### src/rtl/mips_pkg.sv
// rtl/mips_pkg.sv - shared MIPS pipeline widths and constants
package mips_pkg;

    localparam int PC_W = 8;
    localparam int INSTR_W = 32;
    localparam int INSTR_BYTES = 4;
    localparam logic [31:0] NOP_INSTR = 32'h0000_0000;

endpackage

### src/rtl/fetch_sat_counter.sv
// rtl/fetch_sat_counter.sv - saturating event counter with enable and sync reset
module fetch_sat_counter #(
    parameter int W = 16
) (
    input  logic         clk,
    input  logic         rst,
    input  logic         en,
    output logic [W-1:0] count
);

    // count enabled events, sticking at all-ones instead of wrapping
    always_ff @(posedge clk) begin
        if (rst) begin
            count <= '0;
        end else if (en && (count != {W{1'b1}})) begin
            count <= count + W'(1);
        end
    end

endmodule

### src/rtl/fetch_unit.sv
// rtl/fetch_unit.sv - instruction-fetch front end with PC tagging, stall and redirect
module fetch_unit
    import mips_pkg::*;
#(
    parameter int                    PC_W     = mips_pkg::PC_W,
    parameter int                    INSTR_W  = mips_pkg::INSTR_W,
    parameter logic [PC_W-1:0]       RESET_PC = '0,
    parameter int                    CNT_W    = 16
) (
    input  logic               clk,
    input  logic               rst,
    output logic [PC_W-1:0]    imem_addr,
    input  logic [INSTR_W-1:0] imem_instr,
    input  logic               id_stall,
    input  logic               redirect_valid,
    input  logic [PC_W-1:0]    redirect_pc,
    output logic               id_valid,
    output logic [INSTR_W-1:0] id_instr,
    output logic [PC_W-1:0]    id_pc,
    output logic [PC_W-1:0]    id_pc4,
    output logic               misalign,
    output logic [CNT_W-1:0]   fetch_count
);

    localparam logic [PC_W-1:0] STEP = PC_W'(INSTR_BYTES);

    logic [PC_W-1:0] fetch_pc_q;
    logic [PC_W-1:0] rsp_pc_q;
    logic            rsp_valid_q;
    logic            misalign_q;
    logic [PC_W-1:0] tgt;
    logic            deliver;

    // word-align the redirect target; memory is always read on word boundaries
    always_comb begin
        tgt = {redirect_pc[PC_W-1:2], 2'b00};
    end

    // address mux: redirect jumps immediately, stall re-reads the held word
    always_comb begin
        imem_addr = fetch_pc_q;
        if (redirect_valid) begin
            imem_addr = tgt;
        end else if (id_stall) begin
            imem_addr = rsp_pc_q;
        end
    end

    // IF/ID bundle; the word on the bus is wrong-path when a redirect is taken now
    always_comb begin
        id_instr = imem_instr;
        id_pc    = rsp_pc_q;
        id_pc4   = rsp_pc_q + STEP;
        id_valid = rsp_valid_q & ~redirect_valid & ~rst;
        misalign = misalign_q;
        deliver  = id_valid & ~id_stall;
    end

    // PC and response-tag registers, priority reset > redirect > stall > advance
    always_ff @(posedge clk) begin
        if (rst) begin
            fetch_pc_q  <= RESET_PC;
            rsp_pc_q    <= '0;
            rsp_valid_q <= 1'b0;
            misalign_q  <= 1'b0;
        end else begin
            misalign_q <= redirect_valid & (|redirect_pc[1:0]);
            if (redirect_valid) begin
                rsp_pc_q    <= tgt;
                rsp_valid_q <= 1'b1;
                fetch_pc_q  <= tgt + STEP;
            end else if (!id_stall) begin
                rsp_pc_q    <= fetch_pc_q;
                rsp_valid_q <= 1'b1;
                fetch_pc_q  <= fetch_pc_q + STEP;
            end
        end
    end

    fetch_sat_counter #(
        .W(CNT_W)
    ) u_count (
        .clk  (clk),
        .rst  (rst),
        .en   (deliver),
        .count(fetch_count)
    );

endmodule
### config.mk
export PLATFORM = sky130hd
export DESIGN_NAME = fetch_unit
export DESIGN_NICKNAME = d
export VERILOG_FILES = /design/src/rtl/mips_pkg.sv /design/src/rtl/fetch_sat_counter.sv /design/src/rtl/fetch_unit.sv
export SDC_FILE = /design/constraint.sdc
export NUM_CORES = 1
export LEC_CHECK = 0
export BUFFER_PORTS_ARGS = -buffer_cell sky130_fd_sc_hd__clkbuf_2
export CAP_MARGIN = 40
export CORE_ASPECT_RATIO = 2
export CORE_MARGIN = 4
export CORE_UTILIZATION = 35
export DETAILED_ROUTE_END_ITERATION = 8
export PLACE_DENSITY = 0.76
export SETUP_SLACK_MARGIN = 0.05
export SYNTH_ARGS = -nofsm -noshare
export SYNTH_HDL_FRONTEND = slang
export SYNTH_SLANG_ARGS = --single-unit
### constraint.sdc
create_clock -name clk -period 2 [get_ports clk]
set_input_delay 0 -clock clk [delete_from_list [all_inputs] [get_ports clk]]
set_output_delay 0 -clock clk [all_outputs]
set_load 0.03 [all_outputs]
=== After elaboration in Yosys (flattened, before gate mapping) ===
Cells that the tools add are included.

* Bits in registers: 34
* Output and inout bits: 74
* Logic and storage cells: 26
* Bits of input ports: 44

* Reductions and logical operators: 2
* Bitwise gates (word level): 7
* Equal/unequal tests: 2
* Muxes and demuxes: 6
* Add/sub/neg operators: 4

{| class="wikitable"
|+ Operators with widths
! kind !! number
|-
| $mux W8 || 4
|-
| $add A8 B3 Y8 const B || 3
|-
| $add A16 B1 Y16 const B || 1
|-
| $ne A16 B16 Y1 const B || 1
|-
| $and A1 B1 Y1 || 4
|-
| $not A1 Y1 || 3
|-
| $mux W1 || 2
|-
| $ne A2 B1 Y1 const B || 1
|-
| $reduce_or A2 Y1 || 1
|-
| $logic_and A1 B1 Y1 || 1
|}

=== Depth between registers and ports, before layout ===
* Depth after elaboration: 5
* Depth in mapped cells: 9
* Mapped depth without buffers: 7

=== Hierarchy ===
Synthesis repeated with hierarchy kept, for this count alone.

* Cells, all modules: 238
* Area, all modules: 2016.9 um^2

{| class="wikitable"
|+ Modules (own cells, without submodules)
! module !! area an instance (um^2) !! cells an instance !! sequential area each (um^2) !! instances
|-
| fetch_unit || 1168.6 || 139 || 320.3 || 1
|-
| fetch_sat_counter || 848.3 || 99 || 320.3 || 1
|}

=== Worst setup path before layout ===
No wires, ideal clock.

* Path kind: register -> register
* From: register rsp_valid_q
* To: register u_count.count[10]
* Slack: -174 ps
* Period minus slack after synthesis: 2174 ps
* Library setup time: 70 ps
* Required time: 1930 ps
* Data arrival time: 2103 ps
* Stages on the path, launching flop included: 5
* Buffers on the path: 0
* Cell sequence: dfxtp_1 > nor3b_1 > nand4b_1 > or4_1 > a21oi_1

* Word-level cells in the longest chain between the ends: 4

{| class="wikitable"
|+ Ends and longest elaborated chain
! what !! RTL line !! text
|-
| start: declaration || fetch_unit.sv:29 || <nowiki>logic rsp_valid_q;</nowiki>
|-
| start signal: assignment || fetch_unit.sv:64 || <nowiki>rsp_valid_q <= 1'b0;</nowiki>
|-
| start signal: assignment || fetch_unit.sv:70 || <nowiki>rsp_valid_q <= 1'b1;</nowiki>
|-
| start signal: assignment || fetch_unit.sv:74 || <nowiki>rsp_valid_q <= 1'b1;</nowiki>
|-
| $and A1 B1 Y1 (2 in a row) || fetch_unit.sv:54 || <nowiki>id_valid = rsp_valid_q & ~redirect_valid & ~rst;</nowiki>
|-
| named net id_valid || fetch_unit.sv:17 || <nowiki>output logic id_valid,</nowiki>
|-
| $and A1 B1 Y1 || fetch_unit.sv:56 || <nowiki>deliver = id_valid & ~id_stall;</nowiki>
|-
| $logic_and A1 B1 Y1 || fetch_sat_counter.sv:15 || <nowiki>end else if (en && (count != {W{1'b1}})) begin</nowiki>
|-
| end signal: assignment || fetch_sat_counter.sv:16 || <nowiki>count <= count + W'(1);</nowiki>
|-
| end: declaration || fetch_sat_counter.sv:8 || <nowiki>output logic [W-1:0] count</nowiki>
|}

The timed path passes the listed nets, and every way through them passes these cells.
A chain may end at the register's enable or synchronous reset.

=== Final worst setup path ===
* From: register rsp_valid_q
* To: register u_count.count[5]

* Word-level cells in the longest chain between the ends: 4

{| class="wikitable"
|+ Ends and longest elaborated chain
! what !! RTL line
|-
| $and A1 B1 Y1 (2 in a row) || fetch_unit.sv:54
|-
| $and A1 B1 Y1 || fetch_unit.sv:56
|-
| $logic_and A1 B1 Y1 || fetch_sat_counter.sv:15
|}

Every way passes these cells.

==> impl_metrics.yaml <==
final_layout:
  nets: 302
  syn_to_final_growth_pct: 12.89
  drive_gt1_share_pct: 33.20
  utilization_pct: 40.44
  n_fill_cell: 567
  final_cells: 316
  multi_input_area_um2: 1002
  antenna_cells: 0
  regArea_um2: 650.6
worst_setup_path:
  worstPathMaxFanout: 5
  crit_chain: "or4b_4 -> or3_4 -> buf_4 -> or3_1 -> a21oi_1"
  cp.buffers_inverters: 1
  criticalPathCategory: "register to register"
  cp-start-kind: "register"
  crit_slowest_cell: "or4b_4"
  r2r_slack_ns: 0.11
  max_stage_delay_ns: 0.47
  arrival_ns: 2.10
  endpoint_kind: "register"
  worstReg2RegStart: "rsp_valid_q"
  reg2reg_to: "u_count.count[5]"
  required_ns: 2.22
  rr_worst_depth: 5
  cp_top_family: "simple AND/OR/NAND/NOR gates"
grt:
  grt_pass1_wl_um: 7610
  antenna_found_initial: 0
  first_global_vias: 1665
  grt_usage_pct: 14.50
  grt_max_degree: 28
  grt_overflow_total: 0
synthesis:
  synth-async-reset-ratio_pct: 0
  syn_area_um2: 1942
  synth_flop_cell: "dfxtp_1"
  syn-num-nets: 277
  syn_inst: 230
  synth-seq-cells: 32
  synth_seq_area_share_pct: 32.99
  synth_cell_type_count: 41
  ys_warn_count: 0
  synth.avg_cell_area_um2: 8.443
  synth-edff-count: 0
clock_tree:
  worst_skew_pair.late_latency_ns: 0.29
  h-tree-depth: 2
  cts.clk_slew.worst_paths_ns: 0.06
  cts_root_buffer: "clkbuf_8"
  clock_sinks: 32
  tritoncts: "done"
  cts_buffers: 5
  cts_buffer_depth: 2
route:
  via_count: 1729
  drtAntennaViolNets: 0
  drtPass1Iterations: 4
  routed_wl_um: 4821
  drtIter0Drc: 49
  post-route-drc-count: 0
  viasPerCell: 5.472
  post_drt_wl_per_cell_um: 15.26
power:
  leakage_nw: 0.9064
  ir_drop_uv: 488.7
  cellPowerDensity_nw_per_um2: 693.7
timing:
  finalSetupViolations: 0
  rsz0062_at_grt: "false"
  slew_viol_final: 0
  holdWs_ns: 0.00001162
  max_freq_mhz: 530.3
  worst_pin_slew_ns: 0.5527
  maxSlewHeadroom_pct: 62.99
  finalHoldViolCount: 0
  skew_ns: 0.007079
  fin_setup_tns_ns: 0
  post-route-period-util_pct: 94.29
  post-route-min-period_ns: 1.886
place:
  io_buffers: 53
  dp_hpwl_um: 3576
  dp_cells: 304
  place_congestion: 0.8116
floorplan:
  num_rows: 38
  top_level_ports: 118
  start_util_pct: 35.83
  die_h_um: 113.3
  dieWidth_um: 60.67
  die-area_um2: 6876
  core_area_um2: 5420
min_path:
  hp-class: "input port to primary output"
  hold_end: "id_instr[11]"
  worstHoldStart: "imem_instr[11]"
  hold_depth: 0
run:
  maxCapViolCount: 0
outcome:
  outcome: "finished, final reports clean"
==> cell usage in the layout (no fill, tap or decap), types with 7 or more instances in the layout <==
cell	synthesis	layout
nor2_1	9	9
dfxtp_1	32	24
clkbuf_2	0	53
nand4_1	8	8
a21oi_1	17	17
dfxtp_2	0	8
and2_1	8	8
buf_4	34	7
o21ai_0	12	12
nand2_1	13	13
mux2i_1	7	7
==> flip-flops by register name, indices dropped and copies added (netlist names) <==
signal         count
rsp_valid_q        1
misalign           1
id_pc              8
u_count.count     16
fetch_pc_q         6
==> power by group <==
group,internal (mW),switching [mW]
Clock,0.370,0.249
Combinational,0.0799,0.142
Sequential,0.659,0.0217
Total,1.11,0.412
==> synth_stat cells (2+ instances only) <==
library cell   n  area (um^2)
buf_4         34        255.2
dfxtp_1       32        640.6
a21oi_1       17        85.08
nand2_1       13        48.80
o21ai_0       12        60.06
nor2_1         9        33.78
and2_1         8        50.05
clkbuf_1       8        30.03
nand4_1        8        50.05
mux2i_1        7        70.07
nand3_1        6        30.03
o31ai_1        6        45.04
or4_1          6        45.04
xnor2_1        6        52.55
xor2_1         6        52.55
inv_1          5        18.77
and3_1         4        25.02
nor3_1         4        20.02
or3_1          4        25.02
a211oi_1       3        22.52
ha_1           3        37.54
nand4b_1       3        26.28
o21a_1         3        22.52
o311ai_0       3        26.28
o41ai_1        3        26.28
nand2b_1       2        12.51
==> per-stage QoR <==
step / power [mW] / setup WS (ns) / cell area (um^2)
floorplan: 0.9658 / 0.1120 / 1957
global placement: 0.9115 / 0.1105 / 2039
detailed placement: 0.9162 / 0.04212 / 2039
CTS: 1.536 / 0.06072 / 2167
global route: 1.581 / 0.05818 / 2192
finish: 1.521 / 0.1142 / 2192
==> routing by layer <==
metal	GRT usage [%]	vias to the layer above	wire, um
li1	-	846	-
met1	13.66	816	1674
met2	26.95	58	2726
met3	3.995	9	323
met4	6.802	0	97
met5	0	-	0
==> worst register-to-register path: cells and delay by family (launching register included) <==
family | cells | cell delay, ns
compound gates | 1 | 0.14
flops | 1 | 0.33
buf+inv | 1 | 0.15
simple gates | 3 | 1.20
==> logic make-up after synthesis <==
group | share of synthesized area [%]
flops | 32.99
simple gates | 23.39
buf+inv | 16.43
fa+ha+maj | 1.933
mux | 4.188
xor+xnor | 5.412
compound gates | 15.66
==> worst max path at each step <==
stage	slack [ns]	start	depth (start not counted)	endpoint
2_1_floorplan	0.11	u_count.count[0]	7	u_count.count[1]
3_3_place_gp	0.11	rsp_valid_q	4	u_count.count[13]
3_5_place_dp	0.04	rsp_valid_q	4	u_count.count[13]
4_1_cts	0.06	rsp_valid_q	4	u_count.count[7]
5_1_grt	0.06	rsp_valid_q	4	u_count.count[7]
6_report	0.11	rsp_valid_q	5	u_count.count[5]
==> repair_timing <==
action,4_1_cts,5_1_grt
hold buffers,2,0
endpoints found under the setup margin,0,6
gates resized for setup,0,4
setup buffers,0,2
endpoints found under the hold margin,1,0
==> final cells by class <==
class,count,share of cell area [%]
inverters,5,0.8562
repair buffers,62,15.41
well taps,60,3.425
clock buffers,6,3.311
flip-flops and latches,32,29.68
clock inverters,2,1.598
multi-input cells,149,45.72
Power figures use the tool's default switching activity.
